`src/rtl/ipml_fifo_arb_pkg.sv`:
```
`timescale 1ns/1ps
`default_nettype none
// ipml_fifo_arb_pkg -- shared FSM encoding, stats width and clog2 helper for the FIFO write arbiter
// Rev 1.0
package ipml_fifo_arb_pkg;

  typedef enum logic [0:0] {
    ST_IDLE  = 1'b0,
    ST_GRANT = 1'b1
  } arb_state_t;

  localparam int STAT_W = 16;

  function automatic int clog2(input int value);
    int r;
    r = 0;
    while ((1 << r) < value) r++;
    return r;
  endfunction

endpackage
`default_nettype wire

```
`src/rtl/ipml_rr_pick.sv`:
```
`timescale 1ns/1ps
`default_nettype none
// ipml_rr_pick -- combinational round-robin picker: first set request at or above i_ptr, with wrap
// Rev 1.0
module ipml_rr_pick #(
  parameter int N_REQ = 4,
  parameter int PTR_W = 2
) (
  input  logic [N_REQ-1:0] i_req,
  input  logic [PTR_W-1:0] i_ptr,
  output logic [N_REQ-1:0] o_gnt,
  output logic [PTR_W-1:0] o_idx
);

  // Walk from the farthest position back to i_ptr so the nearest request wins last.
  always_comb begin
    logic [PTR_W-1:0] w_pos;
    o_gnt = '0;
    o_idx = '0;
    w_pos = '0;
    for (int k = N_REQ - 1; k >= 0; k--) begin
      w_pos = PTR_W'((int'(i_ptr) + k) % N_REQ);
      if (i_req[w_pos]) begin
        o_gnt        = '0;
        o_gnt[w_pos] = 1'b1;
        o_idx        = w_pos;
      end
    end
  end

endmodule
`default_nettype wire

```
`src/rtl/ipml_fifo_wr_arbiter.sv`:
```
`timescale 1ns/1ps
`default_nettype none
// ipml_fifo_wr_arbiter -- round-robin, burst-locking arbiter sharing one FIFO write port among N_REQ producers.
// Define IPML_ARB_STATS_EN to build per-requester saturating beat counters on stat_beats.  Rev 1.0
module ipml_fifo_wr_arbiter
  import ipml_fifo_arb_pkg::*;
#(
  parameter int N_REQ     = 4,
  parameter int DW        = 32,
  parameter int MAX_BURST = 16
) (
  input  logic                    clk,
  input  logic                    rst_n,
  input  logic [N_REQ-1:0]        req_valid,
  input  logic [N_REQ-1:0]        req_last,
  input  logic [N_REQ*DW-1:0]     req_data,
  output logic [N_REQ-1:0]        req_ready,
  output logic [DW-1:0]           fifo_wr_data,
  output logic                    fifo_wr_en,
  input  logic                    fifo_wr_vld,
  output logic [N_REQ-1:0]        grant,
  output logic                    busy,
  input  logic                    stat_clr,
  output logic [N_REQ*STAT_W-1:0] stat_beats
);

  localparam int c_PTR_W = clog2(N_REQ);
  localparam int c_CNT_W = clog2(MAX_BURST + 1);
  localparam logic [c_CNT_W-1:0] c_LAST_CNT = c_CNT_W'(MAX_BURST - 1);
  localparam logic [c_PTR_W-1:0] c_LAST_IDX = c_PTR_W'(N_REQ - 1);

  arb_state_t           r_state;
  logic [N_REQ-1:0]     r_grant;
  logic [c_PTR_W-1:0]   r_owner;
  logic [c_PTR_W-1:0]   r_rr_ptr;
  logic [c_CNT_W-1:0]   r_beat_cnt;

  logic [N_REQ-1:0]     w_pick_gnt;
  logic [c_PTR_W-1:0]   w_pick_idx;
  logic [DW-1:0]        w_lane [N_REQ];
  logic                 w_active;
  logic                 w_own_valid;
  logic                 w_own_last;
  logic                 w_beat;
  logic                 w_release;

  for (genvar i = 0; i < N_REQ; i++) begin : g_lane
    assign w_lane[i] = req_data[i*DW +: DW];
  end

  ipml_rr_pick #(
    .N_REQ (N_REQ),
    .PTR_W (c_PTR_W)
  ) u_pick (
    .i_req (req_valid),
    .i_ptr (r_rr_ptr),
    .o_gnt (w_pick_gnt),
    .o_idx (w_pick_idx)
  );

  assign w_active    = (r_state == ST_GRANT);
  assign w_own_valid = req_valid[r_owner];
  assign w_own_last  = req_last[r_owner];
  assign w_beat      = w_active & w_own_valid & fifo_wr_vld;
  // A producer gap releases even while the FIFO is full; last/burst limit need an accepted beat.
  assign w_release   = w_active & (~w_own_valid |
                                   (w_beat & (w_own_last | (r_beat_cnt == c_LAST_CNT))));

  assign fifo_wr_data = w_active ? w_lane[r_owner] : '0;
  assign fifo_wr_en   = w_active & w_own_valid;
  assign req_ready    = (w_active & fifo_wr_vld) ? r_grant : '0;
  assign grant        = r_grant;
  assign busy         = w_active;

  always_ff @(posedge clk or negedge rst_n) begin
    if (!rst_n) begin
      r_state    <= ST_IDLE;
      r_grant    <= '0;
      r_owner    <= '0;
      r_rr_ptr   <= '0;
      r_beat_cnt <= '0;
    end else begin
      case (r_state)
        ST_IDLE: begin
          if (|req_valid) begin
            r_state    <= ST_GRANT;
            r_grant    <= w_pick_gnt;
            r_owner    <= w_pick_idx;
            r_beat_cnt <= '0;
          end
        end
        ST_GRANT: begin
          if (w_beat) r_beat_cnt <= r_beat_cnt + 1'b1;
          if (w_release) begin
            r_state  <= ST_IDLE;
            r_grant  <= '0;
            r_rr_ptr <= (r_owner == c_LAST_IDX) ? '0 : r_owner + 1'b1;
          end
        end
        default: r_state <= ST_IDLE;
      endcase
    end
  end

`ifdef IPML_ARB_STATS_EN
  for (genvar i = 0; i < N_REQ; i++) begin : g_stat
    logic [STAT_W-1:0] r_stat;
    always_ff @(posedge clk or negedge rst_n) begin
      if (!rst_n)                                        r_stat <= '0;
      else if (stat_clr)                                 r_stat <= '0;
      else if (w_beat && r_grant[i] && (r_stat != '1))   r_stat <= r_stat + 1'b1;
    end
    assign stat_beats[i*STAT_W +: STAT_W] = r_stat;
  end
`else
  logic w_unused_stat_clr;
  assign w_unused_stat_clr = stat_clr;
  assign stat_beats        = '0;
`endif

endmodule
`default_nettype wire
```
`config.mk`:
```
export PLATFORM = sky130hd
export DESIGN_NAME = ipml_fifo_wr_arbiter
export DESIGN_NICKNAME = d
export VERILOG_FILES = /design/src/rtl/ipml_fifo_arb_pkg.sv /design/src/rtl/ipml_rr_pick.sv /design/src/rtl/ipml_fifo_wr_arbiter.sv
export SDC_FILE = /design/constraint.sdc
export NUM_CORES = 1
export LEC_CHECK = 0
export ABC_AREA = 1
export CAP_MARGIN = 25
export CORE_AREA = 2 2 95 97
export CTS_BUF_LIST = sky130_fd_sc_hd__clkbuf_16
export DETAILED_ROUTE_END_ITERATION = 16
export DIE_AREA = 0 0 97 99
export DONT_BUFFER_PORTS = 1
export PLACE_DENSITY = 0.48
export SYNTH_ARGS = -nofsm -noshare
export SYNTH_HDL_FRONTEND = slang
export SYNTH_SLANG_ARGS = --single-unit
```
`constraint.sdc`:
```
create_clock -name clk -period 3.1 [get_ports clk]
set_input_delay 0.62 -clock clk [delete_from_list [all_inputs] [get_ports clk]]
set_output_delay 0.62 -clock clk [all_outputs]
set_load 0.005 [all_outputs]
```
---- Yosys cells after proc, flatten, opt, wreduce, memory -nomap -nowiden ----
Index checks and enable logic that the tools add are counted.
word-level totals
  memories ................................ 0
  input port bits ......................... 140
  output and inout port bits .............. 106
  latch bits .............................. 0
  memory bits (read-only) ................. 0
  RAM bits ................................ 0
  word-level logic and storage cells ...... 87
  register bits after elaboration ......... 14
cells by class
  add/subtract/negate cells ............... 5
  multiplexer cells ....................... 43
  reductions and logical operators ........ 9
  bitwise gates (word level) .............. 10
  equal/unequal tests ..................... 5
  order comparisons ....................... 10
  multipliers ............................. 0
  divide/modulo/power cells ............... 0
  shift operators ......................... 0
operators by type and width
  kind                                                                          number
  32-bit two-way mux                                                            3
  32-bit binary-select mux with 2-bit select                                    1
  4-bit two-way mux                                                             7
  2-bit by 3-bit less-than comparator with 1-bit output, second input constant  5
  1-bit binary-select mux with 2-bit select                                     6
  1-bit two-way mux                                                             12
  2-bit two-way mux                                                             5
  5-bit two-way mux                                                             2
  5-bit case mux with 2 select lines                                            1
  1-bit demux with 2-bit select                                                 4
  2-bit by 1-bit >= comparator with 1-bit output, second input constant         4
  4-bit case mux with 2 select lines                                            1
  2-bit AND reduction                                                           4
  5-bit by 1-bit adder with 5-bit output, second input constant                 1
  1-bit bitwise AND                                                             5
  5-bit by 4-bit == test with 1-bit output, second input constant               1
  2-bit by 1-bit adder with 2-bit output, second input constant                 2
  2-bit adder, second input constant                                            2
  1-bit logical AND                                                             4
  2-bit by 1-bit inequality test with 1-bit output, second input constant       2
  4-bit OR reduction                                                            1
  3-bit >= comparator, second input constant                                    1
  2-bit NOT with 3-bit output                                                   1
  2-bit == test, second input constant                                          1
  4 further kinds                                                               6

---- Depth between registers and ports, before layout ----
Gate-level depths: netlist of run 1.
  word-level depth ........................ 11
  gate-level depth with buffers ........... 12
  mapped depth without buffers ............ 11

---- Cells and area by module ----
A second synthesis of run 1 with hierarchy kept.
unflattened totals
  cells, all modules ...................... 498
  area, all modules ....................... 2,886.5 um2
by module, submodules not included
  module                cells each  sequential area each (um2)  area an instance (um2)  instances
  ipml_fifo_wr_arbiter  415         350.3                       2,403.6                 1
  ipml_rr_pick          83          0.0                         483.0                   1

---- Least setup slack after synthesis of run 1 ----
No wires, ideal clock.
  kind .................................... flip-flop to output port
  start point ............................. register r_owner[0]
  end point ............................... output port fifo_wr_data[11]
  buffers on the path ..................... 3
  stages on the path, launching flop included .. 7
  setup slack ............................. 1,315 ps
  required time ........................... 2,480 ps
  arrival ................................. 1,165 ps
  path through ............................ dfrtp_1 -> buf_4 -> inv_4 -> buf_6 -> clkbuf_1 -> o21ai_0 -> a21oi_1
on the way
  cells in the longest elaborated chain, start to end .. 5
RTL lines
  element                                                line                        source
  from (decl)                                            ipml_fifo_wr_arbiter.sv:34  logic [c_PTR_W-1:0] r_owner;
  from (signal assigned)                                 ipml_fifo_wr_arbiter.sv:88  r_owner <= w_pick_idx;
  2-bit NOT with 3-bit output (not written as such)      ipml_fifo_wr_arbiter.sv:69  assign fifo_wr_data = w_active ? w_lane[r_owner] : '0;
  32-bit binary-select mux with 2-bit select             ipml_fifo_wr_arbiter.sv:69
  32-bit two-way mux (not written as such) (2 in a row)  ipml_fifo_wr_arbiter.sv:69
  32-bit two-way mux                                     ipml_fifo_wr_arbiter.sv:69
  to (decl)                                              ipml_fifo_wr_arbiter.sv:18  output logic [DW-1:0] fifo_wr_data,
Every way passes these cells. The select of a mux whose other input is x is not followed.

---- Final worst setup path of run 1 ----
  start point ............................. register r_owner[0]
  end point ............................... output port fifo_wr_en
on the way
  cells in the longest elaborated chain, start to end .. 3
RTL lines
  element                                    line                        source
  1-bit binary-select mux with 2-bit select  ipml_fifo_wr_arbiter.sv:62  assign w_own_valid = req_valid[r_owner];
  1-bit two-way mux (not written as such)    ipml_fifo_wr_arbiter.sv:62
  1-bit bitwise AND                          ipml_fifo_wr_arbiter.sv:70  assign fifo_wr_en = w_active & w_own_valid;
  to (decl)                                  ipml_fifo_wr_arbiter.sv:19  output logic fifo_wr_en,
Every way passes these cells. The select of a mux whose other input is x is not followed.

==> results of run 1 <==
-- registers in the layout, summed over array words and instances, names as in the netlist --
name / count
r_rr_ptr: 2
r_beat_cnt: 5
r_owner: 2
grant: 4
busy: 1
-- cells by family after synthesis --
family / Yosys count / share of synthesized area
simple gates: 241 / 0.3571
buf+inv: 120 / 0.2604
compound gates: 111 / 0.2042
flops: 14 / 0.1270
fa+ha+maj: 11 / 0.04991
other cells: 1 / 0.001360
-- path summary, 6_finish.rpt --
path	start	to	cells past startpoint
worst max-delay path	r_owner[0]	fifo_wr_en	6
worst min-delay path	rst_n	grant[2]	0
worst max register to register	r_rr_ptr[0]	grant[3]	10
worst min register to register	r_beat_cnt[2]	r_beat_cnt[2]	2
max in group asynchronous	rst_n	r_owner[0]	0
min in group clk	r_beat_cnt[2]	r_beat_cnt[2]	2
-- layer usage --
layer | vias up | track usage
met4 | 0 | 0.04225
li1 | 1418 | -
met5 | - | 0
met2 | 127 | 0.2692
met3 | 12 | 0.03830
met1 | 1282 | 0.1788
-- Yosys cell counts --
cell type / instances / area (um2)
sky130_fd_sc_hd__a21oi_1: 40 / 200.2
sky130_fd_sc_hd__a22oi_1: 1 / 7.510
sky130_fd_sc_hd__and2_1: 1 / 6.260
sky130_fd_sc_hd__and2_4: 1 / 8.760
sky130_fd_sc_hd__buf_1: 3 / 11.26
sky130_fd_sc_hd__buf_2: 8 / 40.04
sky130_fd_sc_hd__buf_4: 66 / 495.5
sky130_fd_sc_hd__buf_6: 1 / 11.26
sky130_fd_sc_hd__clkbuf_1: 12 / 45.04
sky130_fd_sc_hd__conb_1: 1 / 3.750
sky130_fd_sc_hd__dfrtp_1: 14 / 350.3
sky130_fd_sc_hd__ha_1: 11 / 137.6
sky130_fd_sc_hd__inv_1: 24 / 90.09
sky130_fd_sc_hd__inv_2: 5 / 18.77
sky130_fd_sc_hd__inv_4: 1 / 6.260
sky130_fd_sc_hd__nand2_1: 49 / 183.9
sky130_fd_sc_hd__nand2_2: 5 / 31.28
sky130_fd_sc_hd__nand2_4: 2 / 22.52
sky130_fd_sc_hd__nand3_1: 29 / 145.1
sky130_fd_sc_hd__nand3_2: 1 / 10.01
sky130_fd_sc_hd__nor2_1: 152 / 570.6
sky130_fd_sc_hd__o21ai_0: 66 / 330.3
sky130_fd_sc_hd__o21ai_1: 2 / 10.01
sky130_fd_sc_hd__o21ai_2: 1 / 8.760
sky130_fd_sc_hd__o22ai_1: 1 / 6.260
sky130_fd_sc_hd__or2_2: 1 / 6.260
-- critical path: cells and delay by family (launching register included) --
kind	cells	cell delay, ns
flops	1	0.58
buf+inv	2	0.52
simple gates	4	0.51
-- per-stage QoR --
stage	worst slack, ns	area [um2]	total power, mW
after floorplan	1.315	2994	2.118
after global placement	0.8633	2550	2.427
after detailed placement	0.8334	2550	2.440
after CTS	0.5710	2629	2.699
after global routing	0.4305	2629	3.036
final	0.6207	2629	2.678
-- power by group through the flow --
stage               logic (mW)  clock network (mW)  registers (mW)
CTS                       2.04               0.253           0.406
detailed placement        2.03                   0           0.407
finish                    2.03               0.248           0.402
global placement          2.02                   0           0.407
floorplan                 1.79                   0           0.323
global route              2.35               0.261           0.423
-- final cells by class --
class | count | area share
Multi-Input combinational cell | 427 | 0.7325
Sequential cell | 14 | 0.1337
Tap cell | 108 | 0.05140
Inverter | 30 | 0.04379
Clock buffer | 3 | 0.02856
Timing Repair Buffer | 3 | 0.008567
Clock inverter | 1 | 0.001428
-- placed cells by master (no fill, tap or decap) --
master / synthesis / layout
sky130_fd_sc_hd__o21ai_0: 66 / 66
sky130_fd_sc_hd__nand3_1: 29 / 29
sky130_fd_sc_hd__dfrtp_2: 0 / 1
sky130_fd_sc_hd__o21ai_1: 2 / 2
sky130_fd_sc_hd__dfrtp_1: 14 / 13
sky130_fd_sc_hd__clkinv_1: 0 / 1
sky130_fd_sc_hd__a21oi_1: 40 / 40
sky130_fd_sc_hd__inv_4: 1 / 1
sky130_fd_sc_hd__and2_1: 1 / 1
sky130_fd_sc_hd__clkbuf_16: 0 / 3
sky130_fd_sc_hd__o21ai_2: 1 / 1
sky130_fd_sc_hd__o22ai_1: 1 / 1
sky130_fd_sc_hd__nand2_2: 5 / 5
sky130_fd_sc_hd__nor2_1: 152 / 152
sky130_fd_sc_hd__and2_4: 1 / 1
sky130_fd_sc_hd__buf_4: 66 / 3
sky130_fd_sc_hd__nand3_2: 1 / 1
sky130_fd_sc_hd__nand2_4: 2 / 2
sky130_fd_sc_hd__a22oi_1: 1 / 1
sky130_fd_sc_hd__conb_1: 1 / 64
sky130_fd_sc_hd__ha_1: 11 / 11
sky130_fd_sc_hd__nand2_1: 49 / 49
sky130_fd_sc_hd__inv_2: 5 / 5
sky130_fd_sc_hd__or2_2: 1 / 1
sky130_fd_sc_hd__inv_1: 24 / 24
==> results.ini, run 1 <==
[cells_and_area]
layout_cells_sized_above_1=0.05021
area_growth_syn_to_layout_pct=-4.673
multiInputGateArea_um2=1926
finish.cell_count_without_fillers=586
layout.nets=630
ff_latch_area_um2=351.6
fillers=978
antenna-diode-count=0
postLayoutCoreUtil=0.3074

[yosys]
synth.ff_latch_count=14
yosys.cell_types.count=26
post_synth_instance_area_um2=2758
synth_warnings=0
postSynthAreaPerCell_um2=5.537
syn-instance-count=498
synth-seq-area-share=0.1270

[worst_hold_path]
hold_class=primary input to asynchronous set/reset pin

[sta]
rsz0062_at_grt=no
hold_viol=0
setup_viol=0
clock-skew-final_ns=0.002623
timing.slew.headroom=0.5238
hold-worst-slack_ns=0.06800
least_margin_pin_slew_ns=0.7142
layout_min_cycle_time_ns=2.479
min_period_over_period=0.7998
max_transition_viols_final=0
finalSetupTns_ns=0
achievable-frequency_mhz=403.3

[global_routing]
grt_max_degree=69
antenna_violations_before_repair=0
globalRouteTotalUtil=0.1506
first_pass_grt_wire_length_mm=12.05
grt_remaining_overflow=0
vias_in_the_first_global_route=2484

[power_and_ir_drop]
irDropWorstVdd_mv=0.3680
cellPowerDensity_nw_per_um2=1019
clkPwrFrac=0.093
switching_share=0.6003
net_switching_component_of_the_power_mw=1.608
sequentialPowerShare=0.150
combPwrFrac=0.757
leakage_nw=1.280
cellInternalPower_mw=1.070

[cts]
cts.clk_slew.worst_paths_ns=0.05
cts-buffers-inserted=3
clock_sink_count=14
clock-root-buffer=sky130_fd_sc_hd__clkbuf_16
postCtsSetupRepairBufs=0
clock_tree_from_tritoncts=done
clk_path_buf_depth=2
post_cts_hold_buffer_count=0
ctsHtreeMaxLevel=1
post_cts.resized_instances=0
worstSkewPairLatency_ns=0.24

[worst_setup_path]
worst-setup-path-type=register to output pin
crit_path_max_fanout=68
longest_individual_stage_delay_on_the_worst_path_ns=0.58
crit_slowest_cell=sky130_fd_sc_hd__dfrtp_2
start_kind=register
cp_arrival_ns=1.86
r2r_slack_ns=1.14
crit_path_cell_trace=inv_4 -> nand2_1 -> nand3_1 -> and2_4 -> inv_1 -> nor2_1
worstPathRequired_ns=2.48
cp-end-kind=output pin

[drt]
wirelength_mm=8.078
met1_wirelength_mm=3.279
routedWlPerCell_um=13.78
vias_per_cell=4.845
drc_errors=0
route.vias.total=2839
drt_iter0_markers=116
maxUsedRoutingLayer=met4
met3WireLength_um=613
detailroute.wirelength.met2_mm=4.037
ant_nets=0
drt-pass1-iter-count=4

[die]
die_h_um=99
std_cell_rows=34
top_level_ports=246
die_x_um=97
core_um2=8551
effective_utilization_at_floorplan=0.3225
fp.dieArea_um2=9603

[placement]
count_of_input_and_output_buffers=0
gp_routability_congestion=0.8809
dpl.cell_count=582
dp.final_hpwl_mm=6.239

[flow_run]
cap_violations=0

[status]
run_status=complete, no violations

Note: power is estimated with default switching activity, not from simulation.
==> run 2, diff against run 1 <==
--- a/config.mk
+++ b/config.mk
@@ -12,7 +12,7 @@
 export DETAILED_ROUTE_END_ITERATION = 16
 export DIE_AREA = 0 0 97 99
 export DONT_BUFFER_PORTS = 1
-export PLACE_DENSITY = 0.48
+export PLACE_DENSITY = 0.5
 export SYNTH_ARGS = -nofsm -noshare
 export SYNTH_HDL_FRONTEND = slang
 export SYNTH_SLANG_ARGS = --single-unit
==> constraint.sdc (replaced) <==
create_clock -name clk -period 2.23 [get_ports clk]
set_input_delay 0.446 -clock clk [delete_from_list [all_inputs] [get_ports clk]]
set_output_delay 0.446 -clock clk [all_outputs]
set_load 0.005 [all_outputs]
==> run 2 against run 1 <==
  * Die area unchanged
  * Non-clock buffer count up 10
  * Clock-buffer cell count unchanged
  * Via count up 0.56%
  * Combinational power up 54%
  * Routed wire length up 6.5%
  * Global-route usage up 1.2 points
  * Final cell count up 1.7%
  * Critical path depth down 2
  * Total power up 48%
  * First-iteration DRC count down 22%
  * Register-to-register slack worse by 0.61 ns
==> results.ini, run 2 (synthesized netlist as in run 1, its figures left out) <==
[status]
run_status=complete, no violations

[drt]
drt_iter0_markers=90
ant_nets=0
drc_errors=0
route.vias.total=2855
vias_per_cell=4.790
routedWlPerCell_um=14.43
wirelength_mm=8.601
drt-pass1-iter-count=4

[power_and_ir_drop]
sequentialPowerShare=0.121
cellPowerDensity_nw_per_um2=1438
leakage_nw=1.342
combPwrFrac=0.792
cellInternalPower_mw=1.671
clkPwrFrac=0.088
switching_share=0.5775
irDropWorstVdd_mv=0.5192
net_switching_component_of_the_power_mw=2.284

[cells_and_area]
commonest_cells_after_routing_fill_and_taps_aside=sky130_fd_sc_hd__nor2_1 (152), sky130_fd_sc_hd__o21ai_0 (66), sky130_fd_sc_hd__conb_1 (64)
fillers=965
layout.nets=640
design_area_um2=2750
area_growth_syn_to_layout_pct=-0.2722
most_common_cell_after_layout_fill_and_taps_aside=sky130_fd_sc_hd__nor2_1
antenna-diode-count=0
postLayoutCoreUtil=0.3216
registers.top_by_ff_count=r_beat_cnt
flip_flop_count_of_the_largest_register_after_layout=5
layout_cells_sized_above_1=0.06762

[cts]
cts-buffers-inserted=3
clock_tree_from_tritoncts=done
clock-root-buffer=sky130_fd_sc_hd__clkbuf_16
clk_path_buf_depth=2
postCtsSetupRepairBufs=0
ctsHtreeMaxLevel=1
clock_sink_count=14
worstSkewPairLatency_ns=0.24
cts.clk_slew.worst_paths_ns=0.05

[global_routing]
grt_max_degree=45
vias_in_the_first_global_route=2560
first_pass_grt_wire_length_mm=12.81
antenna_violations_before_repair=0
globalRouteTotalUtil=0.1622
grt_remaining_overflow=0

[sta]
clock-skew-final_ns=0.0007031
setup_viol=0
hold-worst-slack_ns=0.5196
finalSetupTns_ns=0
max_transition_viols_final=0
min_period_over_period=0.9484
timing.slew.headroom=0.5468
least_margin_pin_slew_ns=0.6775
layout_min_cycle_time_ns=2.115
hold_viol=0
achievable-frequency_mhz=472.8
rsz0062_at_grt=no

[placement]
dp.final_hpwl_mm=6.968
post_dp_cell_area_um2=2655
gp_routability_congestion=0.8433
count_of_input_and_output_buffers=0

[die]
die_h_um=99
std_cell_rows=34
effective_utilization_at_floorplan=0.3225
top_level_ports=246
die_x_um=97
core_um2=8551
fp.dieArea_um2=9603

[worst_setup_path]
cp_arrival_ns=1.67
crit_slowest_cell=sky130_fd_sc_hd__dfrtp_4
worst-setup-path-type=register to output pin
start_kind=register
longest_individual_stage_delay_on_the_worst_path_ns=0.57
crit_path_max_fanout=44
crit_path_cell_trace=inv_4 -> buf_12 -> o21ai_0 -> a21oi_1
path_buf_inv=2
critical-path-top-delay-family=flip-flops
worstPathRequired_ns=1.78
cp-end-kind=output pin

[worst_hold_path]
hold_class=primary input to register

[flow_run]
cap_violations=0

==> run 2: cell types whose count changed in the layout (fill, tap and decap cells not counted), sizes merged <==
cell and change:
buf +9, dlygate4sd3 +1
==> run 2: final timing paths <==
path	start	endpoint	slack, ns	depth (start not counted)
max in group asynchronous	rst_n	r_owner[0]	1.05	1
max reg2reg	r_rr_ptr[1]	grant[3]	0.53	10
max	r_owner[0]	fifo_wr_data[0]	0.12	4
min in group asynchronous	rst_n	r_beat_cnt[3]	0.68	1
min reg2reg	r_beat_cnt[0]	r_beat_cnt[0]	0.54	1
min	req_valid[1]	busy	0.52	2
==> run 2: power by group through the flow <==
stage | clock network (mW) | registers (mW) | logic [mW]
floorplan | 0 | 0.449 | 2.49
global placement | 0 | 0.477 | 3.12
detailed placement | 0 | 0.476 | 3.15
CTS | 0.350 | 0.473 | 3.17
global route | 0.363 | 0.495 | 3.62
finish | 0.347 | 0.477 | 3.13
==> run 2: routing by layer <==
metal,global-route usage,vias up,wire [um]
met5,0,-,0
met3,0.03830,8,678
met1,0.2020,1282,3498
met4,0.02600,0,65
li1,-,1440,-
met2,0.2901,125,4359
==> run 2: per-stage QoR <==
stage                     cells  setup WS, ns  power, mW
after floorplan             561        0.5846      2.944
after global placement      591        0.2968      3.594
after detailed placement    591        0.3089      3.629
after CTS                   596       0.03931      3.993
after global routing        596      0.004097      4.482
final                       596        0.1151      3.955
==> run 2: what timing repair did <==
item | 4_1_cts | 5_1_grt
resized for setup | 0 | 2
endpoints found under the setup margin | 0 | 13
hold endpoints to repair | 14 | 0
hold buffers | 1 | 0
==> run 2: final cells by class <==
| cell class | instances | area, um2 | area share |
|---|---|---|---|
| Tap cell | 108 | 135.1 | 0.04914 |
| Sequential cell | 14 | 354.1 | 0.1288 |
| Inverter | 30 | 115.1 | 0.04186 |
| Multi-Input combinational cell | 427 | 1926 | 0.7002 |
| Clock buffer | 3 | 75.07 | 0.02730 |
| Clock inverter | 1 | 3.754 | 0.001365 |
| Timing Repair Buffer | 13 | 141.4 | 0.05141 |
==> RTL change, RTL diff (flow settings as in run 2) <==
One comparison of `r_beat_cnt` changes from == to >=.
--- a/src/rtl/ipml_fifo_wr_arbiter.sv
+++ b/src/rtl/ipml_fifo_wr_arbiter.sv
@@ -64,7 +64,7 @@
   assign w_beat      = w_active & w_own_valid & fifo_wr_vld;
   // A producer gap releases even while the FIFO is full; last/burst limit need an accepted beat.
   assign w_release   = w_active & (~w_own_valid |
-                                   (w_beat & (w_own_last | (r_beat_cnt == c_LAST_CNT))));
+                                   (w_beat & (w_own_last | (r_beat_cnt >= c_LAST_CNT))));
 
   assign fifo_wr_data = w_active ? w_lane[r_owner] : '0;
   assign fifo_wr_en   = w_active & w_own_valid;
Behaviour: no difference found for any inputs over 10 cycles, from zero or initial values and one cycle with rst_n low; that may be too few to reach the edited logic, so the function may still have changed.
==> RTL change against run 2 <==
Setup slack improved by 0.066 ns. Area after synthesis rose by 3.9%. Clock power fell by 1%. Combinational power rose by 2%. Sequential share of layout area fell by 0.25 points. Register-to-register slack got worse by 0.13 ns. Sequential cell count did not move. Wire length fell by 1.6%. Maximum frequency rose by 3.2%. Total power rose by 1.3%. Final area rose by 1.2%. Die area did not move. Core utilization rose by 0.40 points. Critical path type unchanged. Critical endpoint is now fifo_wr_en. Largest cell class unchanged.
==> RTL change: results (changes against run 2) <==
Layout
  – Share of layout cells above drive strength 1: 8.62% (+1.9 points)
  – Final nets: 639 (-0.16%)

Min path
  – Hold Path Origin: fifo_wr_vld
  – Hold Path End: r_beat_cnt[1]$_DFFE_PN0P_

Place
  – Pre-CTS WS: 0.346 ns (+0.0368 ns)
  – Detailed placement HPWL: 6610 um (-5.1%)

Outcome
  – Status: finished, final reports clean

Worst setup path
  – CP max FO: 24 (-45%)
  – Crit path to: fifo_wr_en
  – CP max stage delay: 0.41 ns (-0.16 ns)
  – FF-to-FF path depth: 12 (+2)
  – Crit path from: r_owner[1]$_DFFE_PN0P_
  – Worst r2r src: r_beat_cnt[0]$_DFFE_PN0P_
  – Worst EP arrival: 1.60 ns (-0.07 ns)
  – Worst path slowest cell: dfrtp_1
  – Delay-heaviest family, CP: buffers and inverters

Global routing
  – Largest net degree at the start of global routing: 69 (+53%)
  – Vias in the first global route: 2,489 (-2.8%)
  – Aggregate global-route resource usage: 16.0% (-0.25 points)
  – First-pass GRT wire length: 12,700 um (-0.91%)
  – M1 GR Usage: 22.5% (+2.3 points)

Detailed routing
  – DRT Wirelength: 8470 um (-1.6%)
  – Post-DR vias/cell: 4.86 (+1.4%)
  – Detailed Route Iter0 Violations: 132 (+47%)

Synth
  – Top cells by count, synth: nor2_1 (150), buf_4 (69), o21ai_0 (65), nand2_1 (46), a21oi_1 (37)
  – Largest cells by area after synthesis: nor2_1 (20%), buf_4 (18%), dfrtp_1 (12%)

STA
  – Clock skew: 0.00526 ns (+0.00456 ns)
  – Relative slew slack: 54.0% (-0.71 points)

Pwr
  – Worst vdd ir: 405 uV (-22%)
RTL change: cell count changes after synthesis, sizes merged:
cell and change:
inv -3, nand2 +1, clkbuf +2, buf -1
nand3 +4, nor3b +2, or2 +1, a21oi -3
RTL change: kinds of logic after synthesis:
group / after synthesis / share of synthesized area [%]
AO/OA/AOI/OAI: 108 / 19.1
adder cells (fa/ha/maj): 11 / 4.81
buffers and inverters: 118 / 25.6
AND/OR/NAND/NOR: 249 / 38.1
flip-flops: 14 / 12.2
other: 1 / 0.131
RTL change: what timing repair did:
action	4_1_cts	5_1_grt
endpoints found under the hold margin	14	0
hold buffers	1	0
endpoints found under the setup margin	0	9
gates resized for setup	0	1
RTL change: routing by layer:
metal / vias up / share of wire [%] / wire length, um
met5: - / 0 / 0
met4: 0 / 0.26 / 22
met3: 3 / 6.7 / 563
met2: 140 / 49 / 4180
met1: 1299 / 44 / 3700
li1: 1448 / - / -
RTL change: cell type report:
class                           instances  area [um^2]
Tap cell                              108          135
Clock inverter                          1         3.75
Sequential cell                        14          352
Timing Repair Buffer                   10         93.8
Multi-Input combinational cell        432         2020
Fill cell                             946         5770
Inverter                               27          106
Clock buffer                            3         75.1
RTL change: power by group:
| group | internal [mW] | leakage (nW) | switching [mW] | total [mW] |
|---|---|---|---|---|
| sequential | 0.357 | 0.178 | 0.114 | 0.471 |
| combinational | 1.05 | 1.13 | 2.15 | 3.20 |
| clock | 0.237 | 0.0385 | 0.105 | 0.342 |
| total | 1.64 | 1.35 | 2.37 | 4.01 |
RTL change: metrics by stage:
stage	instance area [um^2]	util [%]	hold slack [ns]	instances
after floorplan	3100	-	0.150	564
after global placement	2690	31.5	0.151	590
after detailed placement	2690	31.5	0.151	590
after CTS	2780	32.5	0.339	595
after global routing	2780	32.6	0.361	595
final	2780	32.6	0.347	595
